==> config.mk <==
export PLATFORM = sky130hd
export DESIGN_NAME = fifo_dispatcher
export DESIGN_NICKNAME = d
export VERILOG_FILES = /design/src/rtl/fifo_dispatcher.sv
export SDC_FILE = /design/constraint.sdc
export NUM_CORES = 1
export LEC_CHECK = 0
export ABC_CLOCK_PERIOD_IN_PS = 2900
export CORE_ASPECT_RATIO = 1.1
export CORE_UTILIZATION = 40
export DETAILED_ROUTE_END_ITERATION = 6
export PLACE_DENSITY_LB_ADDON = 0.12
export SETUP_SLACK_MARGIN = 0.15
export SKIP_CTS_REPAIR_TIMING = 1
export SYNTH_ARGS = -nofsm -noshare
export SYNTH_HDL_FRONTEND = slang
export SYNTH_SLANG_ARGS = --single-unit
==> constraint.sdc <==
create_clock -name clk -period 2.9 [get_ports clk]
set_input_delay 0.29 -clock clk [delete_from_list [all_inputs] [get_ports clk]]
set_output_delay 0.29 -clock clk [all_outputs]
set_load 0.01 [all_outputs]
==> src/rtl/fifo_dispatcher.sv <==
// Pops entries from a FIFO and dispatches each to one of two masters by its src bit.
// Mode-00 entries are discarded and counted; per-channel burst tracking pulses cmplt.
module fifo_dispatcher #(
  parameter int DW = 32,
  parameter int EW = DW + 11
) (
  input  logic          clk,
  input  logic          rst,
  input  logic          fifo_empty,
  output logic          fifo_rd_en,
  input  logic [EW-1:0] fifo_rdata,
  output logic [DW-1:0] mstr0_data,
  output logic [DW-1:0] mstr1_data,
  output logic [1:0]    mstr0_mode,
  output logic [1:0]    mstr1_mode,
  output logic          mstr0_valid,
  output logic          mstr1_valid,
  input  logic          mstr0_ready,
  input  logic          mstr1_ready,
  output logic          mstr0_cmplt,
  output logic          mstr1_cmplt,
  output logic [7:0]    drop_cnt
);

  typedef enum logic [1:0] {IDLE, FETCH, LOAD, SEND} state_t;

  typedef struct packed {
    logic          src;
    logic [1:0]    mode;
    logic [7:0]    pv;
    logic [DW-1:0] data;
  } entry_t;

  state_t state, state_nx;
  entry_t entry, in_e;
  logic [1:0] valid, ready, accept, cmplt;

  assign in_e   = fifo_rdata;
  assign ready  = {mstr1_ready, mstr0_ready};
  assign accept = valid & ready;

  always_ff @(posedge clk) begin
    if (rst) state <= IDLE;
    else     state <= state_nx;
  end

  always_comb begin
    state_nx   = state;
    fifo_rd_en = 1'b0;
    valid      = 2'b00;
    case (state)
      IDLE:  if (!fifo_empty) state_nx = FETCH;
      FETCH: begin
        fifo_rd_en = 1'b1;
        state_nx   = LOAD;
      end
      LOAD:  state_nx = (in_e.mode == 2'b00) ? IDLE : SEND;
      SEND: begin
        valid[entry.src] = 1'b1;
        // ready only gates the transition, never valid itself
        if (|(valid & ready)) state_nx = fifo_empty ? IDLE : FETCH;
      end
      default: state_nx = IDLE;
    endcase
  end

  always_ff @(posedge clk) begin
    if (rst) begin
      entry    <= '0;
      drop_cnt <= '0;
    end else if (state == LOAD) begin
      entry <= in_e;
      if (in_e.mode == 2'b00 && drop_cnt != 8'hFF) drop_cnt <= drop_cnt + 8'd1;
    end
  end

  for (genvar n = 0; n < 2; n++) begin : g_ch
    logic [7:0] cnt, len, len_eff;
    logic       cmplt_q;

    // a burst's length is fixed by its first beat; proc_val 0 means a single beat
    always_comb len_eff = (cnt == 8'd0) ? ((entry.pv == 8'd0) ? 8'd1 : entry.pv) : len;

    always_ff @(posedge clk) begin
      if (rst) begin
        cnt     <= '0;
        len     <= '0;
        cmplt_q <= 1'b0;
      end else begin
        cmplt_q <= 1'b0;
        if (accept[n]) begin
          if (cnt == 8'd0) len <= len_eff;
          if (cnt + 8'd1 == len_eff) begin
            cmplt_q <= 1'b1;
            cnt     <= '0;
          end else begin
            cnt <= cnt + 8'd1;
          end
        end
      end
    end

    assign cmplt[n] = cmplt_q;
  end

  assign mstr0_valid = valid[0];
  assign mstr1_valid = valid[1];
  assign mstr0_data  = valid[0] ? entry.data : '0;
  assign mstr1_data  = valid[1] ? entry.data : '0;
  assign mstr0_mode  = valid[0] ? entry.mode : 2'b00;
  assign mstr1_mode  = valid[1] ? entry.mode : 2'b00;
  assign mstr0_cmplt = cmplt[0];
  assign mstr1_cmplt = cmplt[1];

endmodule

## Word level (Yosys, flattened, before mapping)

Index checks and enable logic that the tools add are counted.

| storage, ports and cells | value |
|---|---|
| input bits | 48 |
| word-level logic and storage cells | 63 |
| output and inout port bits | 81 |
| bits in registers | 87 |

| operators by class | value |
|---|---|
| reductions and logical operators | 14 |
| bitwise logic cells | 4 |
| multiplexer cells | 20 |
| equal/unequal tests | 8 |
| add/subtract/negate cells | 3 |
| $lt $le $gt $ge | 2 |

Operators with widths:

| operator | number |
|---|---|
| $mux W32 | 2 |
| $mux W8 | 5 |
| $add A8 B1 Y8 const B | 3 |
| $logic_not A8 Y1 | 3 |
| $eq A8 B8 Y1 | 2 |
| $mux W2 | 6 |
| $ne A8 B8 Y1 const B | 1 |
| $pmux W2 S4 | 1 |
| $reduce_and A2 Y1 | 4 |
| $reduce_or A2 Y1 | 3 |
| $mux W1 | 5 |
| $and A2 B2 Y2 | 2 |
| $eq A2 B2 Y1 const B | 2 |
| $logic_not A2 Y1 | 2 |
| $ne A2 B2 Y1 const B | 2 |
| $eq A2 B1 Y1 const B | 1 |
| $logic_and A1 B1 Y1 | 2 |
| $lt A1 B2 Y1 const B | 1 |
| $not A1 Y1 | 2 |
| $demux W1 S1 | 1 |
| $ge A1 B1 Y1 const B | 1 |

## Logic depth before layout (Yosys ltp)

| logic depth | value |
|---|---|
| word-level depth | 8 |
| mapped depth | 11 |
| mapped depth without buffers | 9 |

## Worst setup path after synthesis

No wires, ideal clock.

| timing path | value |
|---|---|
| kind | register -> register |
| start point | register g_ch[0].cnt[0] |
| end point | register g_ch[0].cnt[5] |
| buffers on the path | 2 |
| data arrival time | 2,120 ps |
| setup time | 133 ps |
| stages on the path, launching flop included | 12 |
| slack | 647 ps |
| data required time | 2,767 ps |
| period minus slack after synthesis | 2,253 ps |
| path through | dfxtp_1 > inv_1 > ha_1 > or4b_4 > buf_6 > nor2_8 > nand3_2 > a311oi_1 > nand4_1 > buf_6 > o211ai_2 > a21oi_2 |

| on the way | value |
|---|---|
| word-level cells in the longest chain between the ends | 4 |
| elaborated cells between the ends (all ways) | 5 |
| classes of those cells | add/sub (1); eq/ne (1); mux (2); reduce/logical (1) |

RTL lines:

| what | line | source |
|---|---|---|
| start: declaration | 78 | `logic [7:0] cnt, len, len_eff;` |
| start signal: assignment | 97 | `cnt <= cnt + 8'd1;` |
| branches (longest 3 deep; another with $add A8 B1 Y8) | -- |  |
| $mux W8 * | 93 | `if (cnt + 8'd1 == len_eff) begin` |

Every way passes the cells marked *.
A chain may end at the register's enable or synchronous reset.

## Worst setup path after layout

| timing path | value |
|---|---|
| start point | register g_ch[0].cnt[0] |
| end point | register g_ch[0].cnt[2] |

Same word-level chain as after synthesis.

==> summary.txt <==
Htree depth: 3
Post-synth top area share: 37.8%
Placed cells: 854
Hpwl dp: 9110 um
Worst-margin pin slew: 0.940 ns
Status: completed
Slew Viols, Final: 0
Area contributors post-synth: dfxtp_1, nand2_1, and2_1
Yosys warns: 0
DRT iter0 DRCs: 224
Distinct cells, synth: 56
WL/cell: 14.4 um
Layout cell share with drive strength beyond 1: 7.61%
Core Area: 11100 um2
Std cell rows: 40
I/O Buffers: 128
Initial Utilization: 41.7%
Period Utilization, post-route: 86.8%
EDFF count, synth: 0
Tmin final: 2.52 ns
Hold Crit Depth: 2
Die Height: 115 um
Post-synth top flop: dfxtp_1
Clock sink count: 87
Vias in the first global route: 4292
Max Cap Viol: 0
TNS Setup: 0 ns
PwrDens: 446 nW/um2
CP Capture Type: flop
Post-synth top area cell: dfxtp_1
CTS tree: done
Slew Limit Headroom: 37.3%
Hold Path Class: reg2reg
Most frequent cells in the layout: nand2_1, clkdlybuf4s50_1, dfxtp_1, a21oi_1, and2_1
Data required time of the worst path: 3.07 ns
Clk_lat worst skew: 0.33 ns
Synth Instances: 605
Worst Path Max Fanout: 11
Total wire length: 12500 um
Nets: 771
GRT Util Overall: 21.7%
Initial antenna violation count: 0
GPL Wtd Cong: 0.856
Setup violations, final: 0
TritonRoute pass-1 iters: 6
# DRC: 0
CP arrival: 2.69 ns
Sequential share of the synthesized area: 37.8%
Worst Skew: 0.00566 ns
Area Overhead vs Synth: 37.3%
P_leak: 2.22 nW
Clk slew on worst S/H paths: 0.07 ns
Critical Path Start Type: flop
Async SR Flop Fraction: 0%
Clock Path Buffers: 2
F_max: 397 MHz
CTS Root Cell: clkbuf_16
VDD IR max: 0.234 mV
CTS Buf Count: 9
First-pass GRT wire length: 21000 um
Syn Std Cell Area: 4610 um2
IO Pins: 129
Syn nets: 658
Vias: 4524
Flops & latches, synth: 87
Congestion Overflow GR: 0
Worst Reg2Reg Path Length in Cells: 10
Final hold viol count: 0
Largest net degree at the start of global routing: 88
DR vias/cell: 5.20
ANT nets after route: 0
Non-Filler Instances: 870
Die Span X: 104 um
Syn avg cell area: 7.62 um2
ANT cells: 0
Full die area: 12000 um2
Commonest non-fill, non-tap cell in the layout: nand2_1
RSZ-0062 raised after global routing: false
Crit Path Category: reg2reg
-- path summary, 6_finish.rpt --
path	start	endpoint	slack, ns
worst max-delay path	g_ch[0].cnt[0]	g_ch[0].cnt[2]	0.38
worst min-delay path	g_ch[1].len[6]	g_ch[1].len[6]	0.46
worst max register to register	g_ch[0].cnt[0]	g_ch[0].cnt[2]	0.38
worst min register to register	g_ch[1].len[6]	g_ch[1].len[6]	0.46
-- logic make-up after synthesis --
kind of cell	after synthesis	share of synthesized area, %
buffers and inverters	46	4.56
flip-flops	87	37.8
AND/OR/NAND/NOR	319	35.8
XOR/XNOR	12	2.28
adder cells (fa/ha/maj)	5	1.36
AO/OA/AOI/OAI	134	17.7
multiplexers	2	0.461
-- routing by layer --
layer / vias to the layer above / routed length (um) / track usage [%]
li1: 2295 / - / -
met1: 2088 / 5340 / 26.5
met2: 127 / 6160 / 36.8
met3: 14 / 857 / 6.37
met4: 0 / 174 / 6.48
met5: - / 0 / 0
-- synthesized netlist by cell type (3+ instances only) --
master    instances
a31oi_1           4
nand3_1          30
o211a_1           4
and3_1            9
nor4_1            3
o21ai_1           3
buf_6             3
nand4_1           5
and2_1           69
clkbuf_1         30
buf_2             6
xnor2_1           9
a21boi_0          5
nor2_1           19
o21ai_0          13
nor2b_1           4
a21oi_2           3
o21a_1            3
or3_1             9
a211oi_1          7
dfxtp_1          87
o211ai_2          3
a311oi_1          3
nand2_1         140
inv_1             5
a21oi_1          74
nor3_2            4
xor2_1            3
nand3_2           3
a22oi_1           3
nor3_1            8
ha_1              5
-- flip-flops by register name, summed over array words and instances (netlist names) --
| name | cells |
|---|---|
| drop_cnt | 8 |
| entry | 43 |
| g_ch.cnt | 16 |
| g_ch.len | 16 |
| mstr0_cmplt | 1 |
| mstr1_cmplt | 1 |
| state | 2 |
-- power by group --
part	switching (mW)	internal, mW
registers	0.0320	1.23
logic	0.164	0.139
clock network	0.494	0.766
-- per-stage QoR --
stage / area (um2) / utilization, % / setup WS [ns] / power (mW) / hold slack (ns)
floorplan: 4610 / - / 0.647 / 1.46 / 0.405
global placement: 5990 / 54.2 / 0.486 / 1.58 / 0.444
detailed placement: 5990 / 54.2 / 0.386 / 1.59 / 0.447
CTS: 6320 / 57.2 / 0.381 / 2.86 / 0.456
global route: 6330 / 57.2 / 0.176 / 2.95 / 0.477
finish: 6330 / 57.2 / 0.384 / 2.82 / 0.455
-- layout make-up --
| type | count | area, um2 |
|---|---|---|
| clock inverters | 7 | 103 |
| fillers | 1008 | 4730 |
| multi-input cells | 472 | 2670 |
| clock buffers | 9 | 225 |
| repair buffers | 143 | 1390 |
| flip-flops and latches | 87 | 1740 |
| well taps | 147 | 184 |
| inverters | 5 | 18.8 |
-- worst max-delay path, cell delays in order (launching register included) --
cell      delay, ns
dfxtp_1        0.37
inv_1          0.13
ha_1           0.17
nor4b_4        0.42
nand2_1        0.13
or3_1          0.33
a311oi_1       0.29
nand4_1        0.13
buf_4          0.21
nand4b_1       0.10
a31oi_1        0.08
Note: power is estimated with default switching activity, not from simulation.
